`src/rtl/stall_ctrl_if.sv`:
```
// Handshake bundle between the pipeline stages and the central stall controller.
// The pipeline side is the master; the controller is the slave.
interface stall_ctrl_if #(
    parameter int CNT_W = 32
);
    logic             stallreq_id;
    logic             stallreq_ex;
    logic             ex_mc_start;
    logic             ex_mc_done;
    logic [5:0]       stall;
    logic             mc_busy;
    logic             mc_timeout;
    logic [CNT_W-1:0] stall_cnt;

    modport master (
        output stallreq_id, stallreq_ex, ex_mc_start, ex_mc_done,
        input  stall, mc_busy, mc_timeout, stall_cnt
    );

    modport slave (
        input  stallreq_id, stallreq_ex, ex_mc_start, ex_mc_done,
        output stall, mc_busy, mc_timeout, stall_cnt
    );
endinterface

```
`src/rtl/stall_ctrl.sv`:
```
// Central pipeline stall controller: merges ID/EX stall requests into the 6-bit
// stall bus, sequences multi-cycle EX ops with a watchdog, and counts stall cycles.
module stall_ctrl #(
    parameter int MC_TIMEOUT = 64,
    parameter int CNT_W      = 32
) (
    input  logic        clk,
    input  logic        rst,
    stall_ctrl_if.slave ctrl
);
    localparam int         TIMER_W    = $clog2(MC_TIMEOUT + 1);
    localparam logic [5:0] STALL_EX   = 6'b001111;
    localparam logic [5:0] STALL_ID   = 6'b000111;
    localparam logic [5:0] STALL_NONE = 6'b000000;

    typedef enum logic {
        IDLE,
        MC_BUSY
    } state_t;

    state_t             r_state;
    state_t             w_next_state;
    logic [TIMER_W-1:0] r_timer;
    logic               r_mc_timeout;
    logic [CNT_W-1:0]   r_stall_cnt;

    logic               w_launch;
    logic               w_timeout_hit;
    logic               w_ex_stall;
    logic               w_mc_busy;
    logic [5:0]         w_stall;

    // A start with done in the same cycle is a single-cycle op and never stalls.
    assign w_launch      = (r_state == IDLE) && ctrl.ex_mc_start && !ctrl.ex_mc_done;
    assign w_timeout_hit = (r_state == MC_BUSY) && (r_timer == TIMER_W'(MC_TIMEOUT));

    // NOTE: sequential state uses non-blocking assignments so every flop samples pre-edge values.
    always_ff @(posedge clk or posedge rst) begin
        if (rst) begin
            r_state <= IDLE;
        end else begin
            r_state <= w_next_state;
        end
    end

    // NOTE: every combinational output gets a default first, so no path can infer a latch.
    always_comb begin
        w_next_state = r_state;
        case (r_state)
            IDLE: begin
                if (w_launch) begin
                    w_next_state = MC_BUSY;
                end
            end
            MC_BUSY: begin
                if (ctrl.ex_mc_done || w_timeout_hit) begin
                    w_next_state = IDLE;
                end
            end
            default: w_next_state = IDLE;
        endcase
    end

    // Stall is released in the very cycle done or the watchdog is seen.
    always_comb begin
        w_ex_stall = 1'b0;
        w_mc_busy  = 1'b0;
        w_stall    = STALL_NONE;
        if (!rst) begin
            w_mc_busy  = (r_state == MC_BUSY);
            w_ex_stall = ctrl.stallreq_ex || w_launch
                       || ((r_state == MC_BUSY) && !ctrl.ex_mc_done && !w_timeout_hit);
            if (w_ex_stall) begin
                w_stall = STALL_EX;
            end else if (ctrl.stallreq_id) begin
                w_stall = STALL_ID;
            end
        end
    end

    // Timer counts cycles spent in MC_BUSY and is zero whenever the FSM is idle.
    always_ff @(posedge clk or posedge rst) begin
        if (rst) begin
            r_timer <= '0;
        end else if (w_next_state != MC_BUSY) begin
            r_timer <= '0;
        end else if (r_state == IDLE) begin
            r_timer <= TIMER_W'(1);
        end else begin
            r_timer <= r_timer + 1'b1;
        end
    end

    always_ff @(posedge clk or posedge rst) begin
        if (rst) begin
            r_mc_timeout <= 1'b0;
        end else if (w_timeout_hit && !ctrl.ex_mc_done) begin
            r_mc_timeout <= 1'b1;
        end
    end

    always_ff @(posedge clk or posedge rst) begin
        if (rst) begin
            r_stall_cnt <= '0;
        end else if (w_stall[0] && (r_stall_cnt != {CNT_W{1'b1}})) begin
            r_stall_cnt <= r_stall_cnt + 1'b1;
        end
    end

    assign ctrl.stall      = w_stall;
    assign ctrl.mc_busy    = w_mc_busy;
    assign ctrl.mc_timeout = r_mc_timeout;
    assign ctrl.stall_cnt  = r_stall_cnt;
endmodule

```
`src/flat_wrapper.sv`:
```
// flat-port wrapper written by rule: the top's interface ports become plain ports
module stall_ctrl_flat 
#(
    parameter int MC_TIMEOUT = 64,
    parameter int CNT_W      = 32
)
  (clk, rst, ctrl_stallreq_id, ctrl_stallreq_ex, ctrl_ex_mc_start, ctrl_ex_mc_done, ctrl_stall, ctrl_mc_busy, ctrl_mc_timeout, ctrl_stall_cnt);
  stall_ctrl_if #(.CNT_W(CNT_W)) ctrl_i ();
  input  logic clk;
  input  logic rst;
  input wire logic [$bits(ctrl_i.stallreq_id)-1:0] ctrl_stallreq_id;
  input wire logic [$bits(ctrl_i.stallreq_ex)-1:0] ctrl_stallreq_ex;
  input wire logic [$bits(ctrl_i.ex_mc_start)-1:0] ctrl_ex_mc_start;
  input wire logic [$bits(ctrl_i.ex_mc_done)-1:0] ctrl_ex_mc_done;
  output wire logic [$bits(ctrl_i.stall)-1:0] ctrl_stall;
  output wire logic [$bits(ctrl_i.mc_busy)-1:0] ctrl_mc_busy;
  output wire logic [$bits(ctrl_i.mc_timeout)-1:0] ctrl_mc_timeout;
  output wire logic [$bits(ctrl_i.stall_cnt)-1:0] ctrl_stall_cnt;
  assign ctrl_i.stallreq_id = ctrl_stallreq_id;
  assign ctrl_i.stallreq_ex = ctrl_stallreq_ex;
  assign ctrl_i.ex_mc_start = ctrl_ex_mc_start;
  assign ctrl_i.ex_mc_done = ctrl_ex_mc_done;
  assign ctrl_stall = ctrl_i.stall;
  assign ctrl_mc_busy = ctrl_i.mc_busy;
  assign ctrl_mc_timeout = ctrl_i.mc_timeout;
  assign ctrl_stall_cnt = ctrl_i.stall_cnt;
  stall_ctrl #(.MC_TIMEOUT(MC_TIMEOUT), .CNT_W(CNT_W)) u_core (.clk(clk), .rst(rst), .ctrl(ctrl_i));
endmodule
```
`config.mk`:
```
export PLATFORM = sky130hd
export DESIGN_NAME = stall_ctrl_flat
export DESIGN_NICKNAME = d
export VERILOG_FILES = /design/src/rtl/stall_ctrl_if.sv /design/src/rtl/stall_ctrl.sv /design/src/flat_wrapper.sv
export SDC_FILE = /design/constraint.sdc
export NUM_CORES = 1
export LEC_CHECK = 0
export BUFFER_PORTS_ARGS = -buffer_cell sky130_fd_sc_hd__buf_2
export CAP_MARGIN = 0
export CORE_ASPECT_RATIO = 0.6
export CORE_MARGIN = 3
export CORE_UTILIZATION = 40
export DETAILED_ROUTE_END_ITERATION = 8
export PLACE_DENSITY = 0.65
export SKIP_CTS_REPAIR_TIMING = 1
export SLEW_MARGIN = 25
export SYNTH_ARGS = -nofsm -noshare
export SYNTH_HDL_FRONTEND = slang
export SYNTH_SLANG_ARGS = --single-unit
```
`constraint.sdc`:
```
create_clock -name clk -period 2.3 [get_ports clk]
set_input_delay 0.115 -clock clk [delete_from_list [all_inputs] [get_ports clk]]
set_output_delay 0.115 -clock clk [all_outputs]
set_load 0.03 [all_outputs]
```
==> impl_metrics.py, run 1 <==
metrics = {
    "sta": {
        "slew_viol_final": 0,
        "hold_viol": 0,
        "setup-violations-final": 0,
        "period_share": 0.935,
        "setup_slack_ns": 0.150,
        "relSlewSlack": 0.615,
        "worstMarginPinSlew_ns": 0.577,
        "skew_ns": 0.00669,
        "period_minus_slack_ns": 2.15,
        "fin_setup_tns_ns": 0,
        "rsz0062_at_grt": "no",
        "holdWs_ns": 0.0682,
        "max_freq_ghz": 0.465,
    },
    "critical_path": {
        "critPathKind": "reg2out",
        "r2r_cells": 6,
        "rr_endpoint": "u_core.ctrl.stall_cnt[24]",
        "path_buf_inv": 4,
        "reg2reg_slack_ns": 0.19,
        "end_kind": "output port",
        "crit_family": "buffers and inverters",
        "crit_arrival_ns": 2.04,
        "slowest_delay_ns": 0.39,
        "cp_max_fo": 10,
        "timing.critical_path.mode_cell": "inv_1",
        "cp_cell_sequence": "inv_1, ha_1, and3b_1, a211oi_4, nor2_4, inv_1, buf_4, buf_2",
        "r2r-start": "u_core.ctrl.stall_cnt[0]",
        "cp.required_ns": 2.18,
        "cpMaxStageDelayCell": "dfrtp_1",
        "start_kind": "flop",
    },
    "clock_network": {
        "clk_pin_slew_ns": 0.08,
        "root_buffer": "clkbuf_8",
        "cts.path.max_buffers": 2,
        "clkSinkCount": 41,
        "tritoncts": "yes",
        "clock_insertion_delay_worst_skew_ns": 0.29,
        "cts_max_level": 2,
        "numCtsBuffers": 5,
    },
    "global_route": {
        "grt_pass1_vias": 1525,
        "met1_usage": 0.237,
        "grt_pass1_wl_um": 7660,
        "use_met2": 0.205,
        "grt_usage": 0.151,
        "busiest_layer": "met1",
        "grt_remaining_overflow": 0,
        "antenna_found_initial": 0,
        "grt_max_degree": 29,
        "use_met3": 0.0376,
    },
    "floorplan": {
        "die_h_um": 63.5,
        "fp.coreArea_um2": 5180,
        "ioPinCount": 46,
        "dieArea_um2": 6470,
        "initial_core_util": 0.426,
        "die_x_um": 102,
        "rows": 20,
    },
    "cells_and_area": {
        "drive_gt1_frac": 0.304,
        "syn2layout_area_growth_pct": 18.1,
        "design_area_um2": 2610,
        "layout_commonest_cell": "buf_2",
        "diodes": 0,
        "utilization": 0.503,
        "final_cell_mix": "43 x buf_2, 41 x dfrtp_1, 22 x nor2_1",
        "num-nets-final": 266,
    },
    "route": {
        "post_drt_wl_per_cell_um": 14.3,
        "first_iter_violations": 61,
        "wl_um": 4630,
        "firstDrtPassIters": 4,
        "viasPerCell": 5.09,
        "num_vias": 1643,
        "remaining_drc_errors": 0,
        "final_antenna_net_count": 0,
    },
    "run_status": {
        "outcome": "complete, no violations",
    },
    "yosys": {
        "syn_inst": 207,
        "synth_warnings": 0,
        "ys_seq_elements": 41,
        "ys_types": 41,
        "synth_ff_type": "dfrtp_1",
        "syn_area_um2": 2210,
        "async_flop_share": 1.00,
        "synth_edf_count": 0,
        "syn_area_per_cell_um2": 10.7,
        "seq_area_frac_synth": 0.465,
    },
    "place": {
        "place.gp.congestion": 0.754,
        "hpwlAfterDp_um": 3510,
        "port_buffers": 43,
        "placedInstanceArea_um2": 2490,
        "dp_slack_ns": 0.231,
    },
    "worst_hold_path": {
        "min_from": "ctrl_ex_mc_done",
        "min_to": "u_core.r_state",
        "hold_path.class": "in2reg",
        "min_path_cells": 2,
    },
    "flow_run": {
        "maxCapViolCount": 0,
    },
    "pwr": {
        "p_leak_nw": 1.25,
        "peakVddDrop_mv": 0.355,
        "power_density_nw_per_um2": 724,
    },
}
==> routing by layer <==
layer  wire [um]  up-vias  part of all wire
met5           0        -                 0
met4          27        0            0.0058
met3         234        4             0.050
met2        1860       38              0.40
met1        2510      779              0.54
li1            -      822                 -
==> stage by stage <==
| step | power, W | cells |
|---|---|---|
| floorplan | 0.00127 | 208 |
| global placement | 0.00141 | 313 |
| detailed placement | 0.00142 | 313 |
| CTS | 0.00190 | 320 |
| global route | 0.00198 | 323 |
| finish | 0.00189 | 323 |
==> synth_stat cells (all sizes together), types with 2 or more instances <==
| cell type | number | area share |
|---|---|---|
| a21o | 2 | 0.0074 |
| nor3 | 11 | 0.025 |
| inv | 5 | 0.0085 |
| nor2 | 23 | 0.040 |
| xnor2 | 16 | 0.067 |
| buf | 10 | 0.036 |
| nor2b | 2 | 0.0057 |
| nand4 | 16 | 0.045 |
| o21ai | 2 | 0.0045 |
| nor4 | 4 | 0.032 |
| xor2 | 17 | 0.067 |
| mux2 | 3 | 0.015 |
| nand3 | 13 | 0.029 |
| and3 | 5 | 0.014 |
| nand2 | 13 | 0.022 |
| dfrtp | 41 | 0.47 |
| and4 | 7 | 0.034 |
| ha | 3 | 0.017 |
==> registers in the layout (all words and copies together) (netlist names) <==
register                cells
u_core.ctrl.mc_timeout      1
u_core.ctrl.stall_cnt      32
u_core.r_state              1
u_core.r_timer              7
==> worst max path at each step <==
stage | from | endpoint | slack (ns) | cells after the start
2_1_floorplan | u_core.ctrl.stall_cnt[0] | u_core.ctrl.stall_cnt[24] | 0.26 | 6
3_3_place_gp | u_core.ctrl.stall_cnt[0] | u_core.ctrl.stall_cnt[24] | 0.31 | 6
3_5_place_dp | u_core.ctrl.stall_cnt[0] | u_core.ctrl.stall_cnt[24] | 0.23 | 6
4_1_cts | u_core.r_timer[3] | ctrl_stall[1] | 0.02 | 6
5_1_grt | u_core.r_timer[0] | ctrl_stall[1] | 0.008 | 8
6_report | u_core.r_timer[0] | ctrl_stall[1] | 0.15 | 8
==> area by class of cell <==
type / instances / area, um^2
clock buffers: 7 / 86.3
flip-flops and latches: 41 / 1030
well taps: 66 / 82.6
inverters: 5 / 18.8
repair buffers: 53 / 305
multi-input cells: 151 / 1090
fillers: 484 / 2570
==> where the power goes <==
group	internal (W)	total [W]	switching, W
Combinational	0.000172	0.000495	0.000324
Sequential	0.000804	0.000907	0.000104
Clock	0.000238	0.000483	0.000244
==> cells by family (layout without fill, tap and decap cells) <==
family | Yosys count | in the layout | synth area share
compound gates | 10 | 10 | 0.0431
xor+xnor | 33 | 33 | 0.134
fa+ha+maj | 3 | 3 | 0.0170
buf+inv | 16 | 65 | 0.0465
flops | 41 | 41 | 0.465
mux | 3 | 3 | 0.0153
other cells | 1 | 2 | 0.00170
simple gates | 100 | 100 | 0.277
Note: power is estimated with default switching activity, not from simulation.
==> inputs of run 2 (changes only) <==
- CORE_ASPECT_RATIO: 0.6 -> default
- GPL_ROUTABILITY_DRIVEN: default -> 1
==> run 2 against run 1 <==
Maximum frequency is essentially flat. Sequential share of layout area grew 0.77 points. Flip-flop and latch count is the same. Critical path type unchanged. Core utilization shrank 1.2 points. Setup slack gained 0.0018 ns. Wire length shrank 3.6%. Non-clock buffer count shrank 5. First-iteration DRC count grew 110%. Combinational power shrank 2%. Clock skew is essentially flat. The flow now finishes with violations (hold timing). Critical path depth is the same.
==> impl_metrics.py, run 2 (synthesis results as in run 1) <==
metrics = {
    "cells_and_area": {
        "num-nets-final": 261,
        "multiInputGateArea_um2": 1090,
        "fill_cells": 517,
        "fin_cells": 322,
        "diodes": 0,
        "drive_gt1_frac": 0.298,
        "largest_reg_flops": 32,
        "final_cell_mix": "43 x buf_2, 41 x dfrtp_1, 22 x nor2_1",
        "design_area_um2": 2550,
        "layout_commonest_cell": "buf_2",
        "syn2layout_area_growth_pct": 15.8,
        "seq_area_um2": 1030,
    },
    "sta": {
        "period_share": 0.934,
        "relSlewSlack": 0.655,
        "setup-violations-final": 0,
        "hold_viol": 41,
        "rsz0062_at_grt": "no",
        "setup_slack_ns": 0.152,
        "period_minus_slack_ns": 2.15,
        "slew_viol_final": 0,
        "fin_setup_tns_ns": 0,
        "holdWs_ns": -0.0193,
        "max_freq_ghz": 0.466,
        "worstMarginPinSlew_ns": 0.518,
        "skew_ns": 0.00635,
    },
    "critical_path": {
        "crit_cells": 8,
        "reg2reg_slack_ns": 0.21,
        "crit_family": "buffers and inverters",
        "r2r_cells": 8,
        "cp_cell_sequence": "inv_1, ha_1, and3b_1, a211oi_4, nor2_4, inv_4, buf_4, buf_2",
        "cpMaxStageDelayCell": "dfrtp_1",
        "r2r-start": "u_core.r_timer[0]",
        "slowest_delay_ns": 0.38,
        "crit_arrival_ns": 2.03,
        "critPathKind": "reg2out",
        "path_buf_inv": 4,
        "start_kind": "flop",
        "end_kind": "output port",
        "cp_max_fo": 10,
        "crit_end": "ctrl_stall[2]",
        "worstSetupStartpoint": "u_core.r_timer[0]",
        "rr_endpoint": "u_core.ctrl.stall_cnt[4]",
        "cp.required_ns": 2.18,
    },
    "route": {
        "post_drt_wl_per_cell_um": 13.9,
        "wl_um": 4470,
        "remaining_drc_errors": 0,
        "first_iter_violations": 130,
        "num_vias": 1638,
        "viasPerCell": 5.09,
        "firstDrtPassIters": 4,
        "final_antenna_net_count": 0,
    },
    "place": {
        "port_buffers": 43,
        "dp.cells": 315,
        "hpwlAfterDp_um": 3350,
        "placedInstanceArea_um2": 2470,
        "dp_slack_ns": 0.190,
        "place.gp.congestion": 0.785,
    },
    "pwr": {
        "p_leak_nw": 1.21,
        "seq_power_share": 0.492,
        "swShare": 0.360,
        "power_density_nw_per_um2": 721,
        "pwr-share-clk": 0.245,
        "switching_power_w": 0.000664,
        "peakVddDrop_mv": 0.323,
        "power.internal_w": 0.00118,
        "comb_power_share": 0.263,
    },
    "run_status": {
        "outcome": "finished with violations",
        "violations": "hold timing",
    },
    "clock_network": {
        "numCtsBuffers": 5,
        "cts.path.max_buffers": 2,
        "tritoncts": "yes",
        "root_buffer": "clkbuf_8",
        "cts_max_level": 2,
        "clk_pin_slew_ns": 0.08,
        "clkSinkCount": 41,
        "clock_insertion_delay_worst_skew_ns": 0.29,
    },
    "global_route": {
        "grt_usage": 0.156,
        "grt_pass1_vias": 1623,
        "grt_pass1_wl_um": 7780,
        "antenna_found_initial": 0,
        "grt_max_degree": 42,
        "grt_remaining_overflow": 0,
    },
    "floorplan": {
        "dieArea_um2": 6440,
        "die_x_um": 80.3,
        "rows": 26,
        "initial_core_util": 0.424,
        "ioPinCount": 46,
        "fp.coreArea_um2": 5200,
        "die_h_um": 80.3,
    },
    "worst_hold_path": {
        "hold_path.class": "in2async",
    },
    "flow_run": {
        "maxCapViolCount": 0,
    },
}
==> run 2: power groups by stage <==
| stage | logic [W] | clock network (W) | registers [W] |
|---|---|---|---|
| 6_report | 0.000485 | 0.000452 | 0.000906 |
| 3_5_place_dp | 0.000489 | 0 | 0.000922 |
| 5_1_grt | 0.000523 | 0.000504 | 0.000923 |
| 2_1_floorplan | 0.000208 | 0 | 0.00107 |
| 4_1_cts | 0.000490 | 0.000468 | 0.000908 |
| 3_3_place_gp | 0.000483 | 0 | 0.000920 |
==> run 2: layout make-up <==
type,count,share of cell area
multi-input combinational,151,0.425
clock inverter,1,0.00343
tap,70,0.0343
inverter,5,0.00833
sequential,41,0.402
timing repair buffer,48,0.0989
clock buffer,6,0.0284
==> run 2: per-stage QoR <==
step,utilization,hold WS (ns),total power (W)
final,0.491,-0.0193,0.00184
after global routing,0.491,0.0401,0.00195
after CTS,0.489,-0.0122,0.00187
after detailed placement,0.474,0.310,0.00141
after global placement,0.474,0.310,0.00140
after floorplan,-,0.210,0.00127
==> run 2: tightest hold or removal path, delay by kind of cell <==
family / cells / cell delay [ns]
buf+inv: 3 / 0.61
==> run 2: worst min path at each step <==
stage | startpoint | end | slack, ns | cells after the start
6_report | rst | u_core.r_timer[3] | -0.02 | 3
3_3_place_gp | rst | u_core.r_timer[3] | 0.31 | 3
3_5_place_dp | rst | u_core.r_timer[4] | 0.31 | 3
2_1_floorplan | ctrl_ex_mc_done | u_core.r_state | 0.21 | 1
4_1_cts | rst | u_core.r_timer[3] | -0.01 | 3
5_1_grt | rst | u_core.ctrl.stall_cnt[14] | 0.04 | 3
==> run 2: per-layer routing <==
metal | vias to the layer above | global-route usage | wire (um)
li1 | 814 | - | -
met1 | 784 | 0.208 | 2060
met2 | 33 | 0.248 | 2130
met3 | 7 | 0.0392 | 201
met4 | 0 | 0.0507 | 67
met5 | - | 0 | 0
